$ cat src/rtl/crack_dispatch.sv
`timescale 1ns/1ps
`default_nettype none
// ============================================================================
// Module   : crack_dispatch
// Purpose  : Key-space dispatcher for a pool of single-key ARC4 crack cores.
//            Hands out ascending keys to idle cores, stops issuing on the
//            first hit, drains in-flight cores and reports the smallest hit.
// Revision : 1.0 - initial release
// ============================================================================
module crack_dispatch #(
  parameter int                   NUM_CORES = 2,
  parameter int                   KEY_WIDTH = 24,
  parameter logic [KEY_WIDTH-1:0] KEY_MAX   = 24'hFFFFFF
) (
  input  logic                           clk,
  input  logic                           rst_n,
  input  logic                           en,
  output logic                           rdy,
  output logic                           key_valid,
  output logic [KEY_WIDTH-1:0]           key,
  input  logic [NUM_CORES-1:0]           core_rdy,
  output logic [NUM_CORES-1:0]           core_en,
  output logic [NUM_CORES*KEY_WIDTH-1:0] core_key,
  input  logic [NUM_CORES-1:0]           core_done,
  input  logic [NUM_CORES-1:0]           core_hit
);

  // One extra bit on the key counter so stepping past KEY_MAX never wraps.
  localparam logic [KEY_WIDTH:0] LAST_KEY = {1'b0, KEY_MAX};
  localparam logic [KEY_WIDTH:0] KEY_ONE  = {{KEY_WIDTH{1'b0}}, 1'b1};

  typedef enum logic [1:0] {
    ST_IDLE     = 2'd0,
    ST_DISPATCH = 2'd1,
    ST_DRAIN    = 2'd2
  } state_t;

  state_t                         state_q, state_d;
  logic [KEY_WIDTH:0]             next_key_q, next_key_d;
  logic [NUM_CORES-1:0]           busy_q, busy_d;
  logic                           stop_q, stop_d;
  logic [KEY_WIDTH-1:0]           best_key_q, best_key_d;
  logic                           best_valid_q, best_valid_d;
  logic [KEY_WIDTH-1:0]           key_q, key_d;
  logic                           key_valid_q, key_valid_d;
  logic [NUM_CORES-1:0]           core_en_q, core_en_d;
  logic [NUM_CORES*KEY_WIDTH-1:0] core_key_q, core_key_d;

  logic [NUM_CORES-1:0]           grant;
  logic                           found;
  logic [NUM_CORES-1:0]           done_live;
  logic                           collect;
  logic                           may_dispatch;

  assign rdy       = (state_q == ST_IDLE);
  assign key_valid = key_valid_q;
  assign key       = key_q;
  assign core_en   = core_en_q;
  assign core_key  = core_key_q;

  // Next-state logic: pick the lowest idle core, merge hit reports, sequence the run.
  always_comb begin
    state_d      = state_q;
    next_key_d   = next_key_q;
    busy_d       = busy_q;
    stop_d       = stop_q;
    best_key_d   = best_key_q;
    best_valid_d = best_valid_q;
    key_d        = key_q;
    key_valid_d  = key_valid_q;
    core_en_d    = '0;
    core_key_d   = core_key_q;
    grant        = '0;
    found        = 1'b0;

    // Done pulses from cores we never started are stale and must not count.
    done_live    = core_done & busy_q;
    collect      = (state_q == ST_DISPATCH) || (state_q == ST_DRAIN);
    may_dispatch = (state_q == ST_DISPATCH) && !stop_q && (next_key_q <= LAST_KEY);

    for (int i = 0; i < NUM_CORES; i++) begin
      if (!found && core_rdy[i] && !busy_q[i]) begin
        grant[i] = 1'b1;
        found    = 1'b1;
      end
    end

    // Lower indices are merged first; strict less-than keeps the smallest key.
    if (collect) begin
      for (int i = 0; i < NUM_CORES; i++) begin
        if (done_live[i]) begin
          busy_d[i] = 1'b0;
          if (core_hit[i]) begin
            stop_d = 1'b1;
            if (!best_valid_d || (core_key_q[i*KEY_WIDTH +: KEY_WIDTH] < best_key_d)) begin
              best_key_d   = core_key_q[i*KEY_WIDTH +: KEY_WIDTH];
              best_valid_d = 1'b1;
            end
          end
        end
      end
    end

    if (may_dispatch && found) begin
      core_en_d = grant;
      for (int i = 0; i < NUM_CORES; i++) begin
        if (grant[i]) begin
          core_key_d[i*KEY_WIDTH +: KEY_WIDTH] = next_key_q[KEY_WIDTH-1:0];
        end
      end
      busy_d     = busy_d | grant;
      next_key_d = next_key_q + KEY_ONE;
    end

    case (state_q)
      ST_IDLE: begin
        if (en) begin
          state_d      = ST_DISPATCH;
          next_key_d   = '0;
          busy_d       = '0;
          stop_d       = 1'b0;
          best_key_d   = '0;
          best_valid_d = 1'b0;
          key_d        = '0;
          key_valid_d  = 1'b0;
        end
      end
      ST_DISPATCH: begin
        if (stop_q || (next_key_q > LAST_KEY)) begin
          state_d = ST_DRAIN;
        end
      end
      ST_DRAIN: begin
        // With nothing busy no done can be merged this cycle, so best_* is final.
        if (busy_q == '0) begin
          state_d     = ST_IDLE;
          key_d       = best_key_q;
          key_valid_d = best_valid_q;
        end
      end
      default: state_d = ST_IDLE;
    endcase
  end

  // State registers with asynchronous active-low reset.
  always_ff @(posedge clk or negedge rst_n) begin
    if (!rst_n) begin
      state_q      <= ST_IDLE;
      next_key_q   <= '0;
      busy_q       <= '0;
      stop_q       <= 1'b0;
      best_key_q   <= '0;
      best_valid_q <= 1'b0;
      key_q        <= '0;
      key_valid_q  <= 1'b0;
      core_en_q    <= '0;
      core_key_q   <= '0;
    end else begin
      state_q      <= state_d;
      next_key_q   <= next_key_d;
      busy_q       <= busy_d;
      stop_q       <= stop_d;
      best_key_q   <= best_key_d;
      best_valid_q <= best_valid_d;
      key_q        <= key_d;
      key_valid_q  <= key_valid_d;
      core_en_q    <= core_en_d;
      core_key_q   <= core_key_d;
    end
  end

endmodule
`default_nettype wire

$ cat config.mk
export PLATFORM = sky130hd
export DESIGN_NAME = crack_dispatch
export DESIGN_NICKNAME = d
export VERILOG_FILES = /design/src/rtl/crack_dispatch.sv
export SDC_FILE = /design/constraint.sdc
export NUM_CORES = 1
export LEC_CHECK = 0
export BUFFER_PORTS_ARGS = -buffer_cell sky130_fd_sc_hd__buf_4
export CORE_MARGIN = 2
export CORE_UTILIZATION = 53
export DETAILED_ROUTE_END_ITERATION = 12
export PLACE_DENSITY = 0.87
export SLEW_MARGIN = 0
export SYNTH_ARGS = -nofsm -noshare
export SYNTH_HDL_FRONTEND = slang
export SYNTH_SLANG_ARGS = --single-unit
export TNS_END_PERCENT = 10
$ cat constraint.sdc
create_clock -name clk -period 4 [get_ports clk]
set_input_delay 0.8 -clock clk [delete_from_list [all_inputs] [get_ports clk]]
set_output_delay 0.8 -clock clk [all_outputs]
set_load 0.02 [all_outputs]
# ---- Word level (Yosys, flattened, before mapping)
# Cells that the tools add are included.
dict set report word_totals {
  register_bits 130
  input_bits 9
  output_inout_bits 76
  elab_cells 96
}
dict set report op_classes {
  bitwise 2
  n_mux 50
  reduce_logical 23
  eq_ne 5
  add_sub_neg 1
  magnitude_cmp 4
}
# operator n
set ops {}
lappend ops {{24-bit 2-to-1 mux} 12}
lappend ops {{25-bit 2-to-1 mux} 3}
lappend ops {{24-bit < comparator} 2}
lappend ops {{24-bit case mux with 2 select lines} 1}
lappend ops {{25-bit by 1-bit adder with 25-bit output, second input constant} 1}
lappend ops {{25-bit by 24-bit > comparator with 1-bit output, second input constant} 1}
lappend ops {{25-bit by 24-bit <= comparator with 1-bit output, second input constant} 1}
lappend ops {{1-bit 2-to-1 mux} 24}
lappend ops {{2-bit 2-to-1 mux} 8}
lappend ops {{1-bit logical AND} 6}
lappend ops {{1-bit logical NOT} 6}
lappend ops {{2-bit case mux with 3 select lines} 1}
lappend ops {{3-bit AND reduction} 2}
lappend ops {{2-bit logical NOT} 2}
lappend ops {{1-bit logical OR} 4}
lappend ops {{2-bit by 1-bit inequality test with 1-bit output, second input constant} 2}
lappend ops {{2-bit AND reduction} 2}
lappend ops {{2-bit AND} 1}
lappend ops {{2-bit by 1-bit == test with 1-bit output, second input constant} 1}
lappend ops {{2-bit == test, second input constant} 1}
lappend ops {{2-bit inequality test, second input constant} 1}
lappend ops {{2-bit bitwise OR} 1}
lappend ops {{1-bit case mux with 2 select lines} 1}
lappend ops {{2-bit nonzero test} 1}

# ---- Longest topological paths before layout
dict set report depth {
  depth_word 14
  ltp_mapped 21
  mapped_depth_nobuf 18
}

# ---- Worst setup path before layout
# OpenSTA, ideal clock, no wires.
dict set report synth_timing {
  path_kind {reg2reg}
  startpoint {reg core_key_q[6], in the netlist core_key[6]}
  endpoint {reg best_key_q[10]}
  path_buffers 3
  slack_ps -239
  synth_period_minus_slack_ps 4239
  t_arrival_ps 4105
  setup_time_ps 134
  stages_incl_launch_ff 21
  required_ps 3866
  cell_sequence {dfrtp_1 -> ha_1 -> a21o_1 -> a211oi_1 -> o21ai_1 -> a31o_1 -> o22ai_2 -> buf_2 -> buf_2 -> nor2_1 -> a21oi_1 -> ha_1 -> a2111oi_2 -> nand2_1 -> a31oi_1 -> o21ai_0 -> a211oi_2 -> nand2_1 -> a21oi_1 -> buf_2 -> a222oi_1}
}
dict set report synth_between {
  elab_chain_cells 14
  elab_cells_between_ends 19
  cone_classes {order compare (2); mux (14); reduce/logical (3)}
}
# element line_no
set synth_lines {}
lappend synth_lines {{start: declaration} 47} ;# logic [NUM_CORES*KEY_WIDTH-1:0] core_key_q, core_key_d;
lappend synth_lines {{start signal: assignment} 168} ;# core_key_q <= core_key_d;
lappend synth_lines {{24-bit < comparator} 95} ;# if (!best_valid_d || (core_key_q[i*KEY_WIDTH +: KEY_WIDTH] < best_key_d)) begin
lappend synth_lines {{1-bit logical OR} 95}
lappend synth_lines {{24-bit 2-to-1 mux / 1-bit 2-to-1 mux (equally long branches)} 95}
lappend synth_lines {{24-bit 2-to-1 mux / 1-bit 2-to-1 mux (equally long branches)} 93} ;# if (core_hit[i]) begin
lappend synth_lines {{24-bit 2-to-1 mux / 1-bit 2-to-1 mux (equally long branches)} 91} ;# if (done_live[i]) begin
lappend synth_lines {{24-bit 2-to-1 mux / 1-bit 2-to-1 mux (equally long branches)} 89} ;# if (collect) begin
lappend synth_lines {{24-bit < comparator / 1-bit logical NOT (equally long branches)} 95}
lappend synth_lines {{1-bit logical OR} 95}
lappend synth_lines {{24-bit 2-to-1 mux} 95}
lappend synth_lines {{24-bit 2-to-1 mux} 93}
lappend synth_lines {{24-bit 2-to-1 mux (*)} 91}
lappend synth_lines {{24-bit 2-to-1 mux (*)} 89}
lappend synth_lines {{24-bit 2-to-1 mux} 117} ;# if (en) begin
lappend synth_lines {{24-bit 2-to-1 mux (*)} 115} ;# case (state_q)
lappend synth_lines {{named net best_key_d[10]} 42} ;# logic [KEY_WIDTH-1:0] best_key_q, best_key_d;
lappend synth_lines {{end signal: assignment} 163} ;# best_key_q <= best_key_d;
lappend synth_lines {{end: declaration} 42}
# The timed path passes the listed nets; every way through them passes the cells marked *. The select of a mux whose other input is x is not followed.
# A chain may end at the register's enable or synchronous reset.

# ---- Final worst setup path
dict set report layout_timing {
  startpoint {reg core_key_q[17], in the netlist core_key[17]}
  endpoint {reg best_key_q[16]}
}
# Same word-level chain as after synthesis.

==> out/qor.csv <==
stage;metric;value;unit
run_status;status;finished, violations left;
run_status;violated checks;setup timing;
synth;average size of a mapped cell;8.952;µm²
global_routing;GRT Util Overall;35.83;%
synth;Synth area leaders;dfrtp_1, ha_1, nand2_1;
clock_tree;htree depth;4;
global_routing;global-route wire length before repair;39160;µm
global_routing;vias in the first global route;7441;
synth;Seq/Total Area, Yosys;46.41;%
die;core footprint;0.01309;mm²
sta;Setup Total Neg Slack;-19450;ps
layout;post-route insts no fill;1144;
global_routing;pin count of the biggest net entering global routing;74;
setup_path;Worst Path Max Fanout;8;
routing;DRT Wirelength;26560;µm
placed_design;Final GP Congestion;0.9745;
sta;slew of the pin with the lowest slew margin;1103;ps
power;P_leak;4.501;nW
placed_design;dpl cell area;0.008366;mm²
routing;antenna-violating nets left;0;
layout;P&R area growth vs syn;36.84;%
clock_tree;clk_lat worst skew;440;ps
layout;share of post-route cells with drive strength above 1;29.65;%
setup_path;Reg2Reg Setup Slack;-950;ps
clock_tree;CTS buffer count;17;
placed_design;HPWL after DPL;13720;µm
routing;Via Count;7533;
sta;clk_skew;12.42;ps
sta;RSZ-0062 raised after global routing;true;
power;worst vdd ir;0.4799;mV
layout;Final nets;1015;
run;Max-Cap Viols;0;
sta;Fmax;202.1;MHz
synth;Main synth FF type;dfrtp_1;
setup_path;crit path capture type;flip-flop;
placed_design;DP Cell Count;1085;
die;Die Y;119;µm
synth;Yosys top cell by area;dfrtp_1;
synth;Yosys top cell area share;46.41;%
clock_tree;CTS tree;built;
routing;Vias/cell;6.585;
sta;Setup Viol. Count Final;24;
synth;Post-Syn Nets;843;
synth;#FFs+latches synth;130;
synth;Synthesis Warnings;0;
sta;Relative slew margins;26.26;%
sta;Fin Hold WS;427.4;ps
routing;drt drc;0;
setup_path;crit path kind;flip-flop to flip-flop;
hold_path;Min-Delay Path Class;input port to async pin;
setup_path;RR Endpoint;best_key_q[16];
setup_path;worst path arrival time;5230;ps
clock_tree;Sink Count;130;
routing;DR iter-0 viols;1338;
routing;router iterations before antenna repair;10;
layout;register area;0.003257;mm²
synth;top post-synthesis cells by count;nand2_1, dfrtp_1, o21ai_0;
setup_path;Worst R2R Start;core_key[17];
sta;Fin. Hold Viols;0;
layout;area occupied by multi-input gates;0.003591;mm²
layout;final instance area;0.009592;mm²
global_routing;Overflow after GRT;0;
setup_path;crit path launch type;flip-flop;
sta;minimum clock period after layout;4949;ps
layout;number of fillers in the final layout;754;
global_routing;initial antenna violation count;0;
die;die area;0.01416;mm²
sta;crit share post-route;123.7;%
power;total power;0.007862;W
synth;Mapped Area;0.007009;mm²
die;chip width;119;µm
placed_design;Port Buffers;84;
die;initial core utilization;53.57;%
synth;most common cell in the netlist;nand2_1;
sta;Setup WS post-layout;-948.9;ps
setup_path;R2R cell count;20;
die;Row Count;42;
clock_tree;Clock Tree Buf Depth;2;
setup_path;WP data required;4280;ps
die;I/O pins;85;
sta;Slew Limit Fails;0;
synth;post-synthesis async set-or-reset flop share;100.0;%
clock_tree;clk root buf;clkbuf_16;
synth;EDFF count, synth;0;
clock_tree;clock slew seen by the registers of the worst setup and hold paths;60;ps
layout;ANT cells;0;
routing;drt wl/cell;23.22;µm
synth;Syn Inst Count;783;
power;PwrDens;819.7;mW/mm²
synth;Distinct cells, synth;50;
==> flip-flops by register name (all words and copies together), names as in the netlist <==
| register | cells |
|---|---|
| key | 24 |
| busy_q | 2 |
| best_key_q | 24 |
| next_key_q | 25 |
| best_valid_q | 1 |
| core_key | 48 |
| stop_q | 1 |
| core_en | 2 |
| state_q | 2 |
| key_valid | 1 |
==> worst max-delay path by stage <==
stage | start | end | slack, ps | cells past startpoint
global route | core_key[17] | best_key_q[16] | -1000 | 20
CTS | core_key[15] | best_key_q[8] | -160 | 20
global placement | best_key_q[6] | best_key_q[6] | -70 | 20
detailed placement | best_key_q[6] | best_key_q[21] | -170 | 20
finish | core_key[17] | best_key_q[16] | -950 | 20
floorplan | core_key[6] | best_key_q[10] | 3 | 20
==> final cells by class <==
class                   count  area share (%)
clock inverters             9           1.800
clock buffers              23           5.296
well taps                 176           2.296
inverters                  78           3.052
flip-flops and latches    130           33.96
repair buffers            190           16.16
multi-input cells         538           37.44
==> placed cells by master, fill, tap and decap left out, types with 4 or more instances in the layout <==
master / instances
buf_4: 176
nand2_1: 145
dfrtp_1: 127
o21ai_0: 79
inv_1: 72
nor2_1: 52
a21oi_1: 36
ha_1: 36
a222oi_1: 23
clkbuf_16: 17
nand4_1: 16
xnor2_1: 13
nand3_1: 12
a21oi_2: 11
ha_4: 11
a21o_1: 9
xor2_1: 9
nor3_1: 8
buf_6: 7
and3_1: 6
inv_2: 6
clkbuf_8: 6
o21a_1: 5
bufinv_16: 5
a211oi_2: 4
o21ai_2: 4
and4_1: 4
a31oi_1: 4
mux2_2: 4
ha_2: 4
==> worst max-delay path, stage by stage (launching register included) <==
cell and delay, ps:
dfrtp_1 440, ha_4 300, a21oi_2 50, o21ai_0 520, a21oi_1 170, o21bai_1 300, o22ai_4 150, buf_6 160
buf_6 110, nor2_1 120, a21oi_1 70, ha_2 220, a2111oi_4 420, nand2_1 150, a31oi_4 240, o21ai_2 100
a211oi_2 280, a21o_1 220, nand3_4 150, buf_12 220, a222oi_1 410
==> per-stage QoR <==
step	setup WS [ps]	util, %
CTS	-155.1	71.62
global route	-997.3	73.30
floorplan	3.384	-
finish	-948.9	73.30
detailed placement	-169.6	63.93
global placement	-69.84	63.93
==> layer usage <==
layer | vias to the layer above | track usage (%) | routed length [µm]
met4 | 0 | 25.74 | 2406
met5 | - | 0 | 0
met3 | 268 | 9.674 | 3282
met2 | 747 | 56.21 | 11920
met1 | 3464 | 42.51 | 8952
li1 | 3054 | - | -
==> power by group <==
part           switching [W]  internal (W)  leakage (nW)  total (W)
clock network       0.000584       0.00120         0.335    0.00179
logic                0.00244       0.00172          2.38    0.00417
registers           0.000292       0.00162          1.79    0.00191
==> logic make-up after synthesis <==
logic type	after synthesis	synth area share [%]
and+or+nand+nor	266	16.71
buffers and inverters	115	6.605
adders and majority gates	51	9.104
AOI/OAI and AO/OA	195	17.78
xor gates and xnor gates	22	2.749
DFF	130	46.41
muxes	4	0.6426
==> what timing repair did <==
item,in CTS,in global routing
gates cloned,2,0
setup endpoints to repair,24,24
pin swaps,18,24
resized for setup,33,31
hold buffers,0,0
hold endpoints to repair,0,0
setup buffers,13,12
No activity file was read; power rests on OpenSTA's default activity.
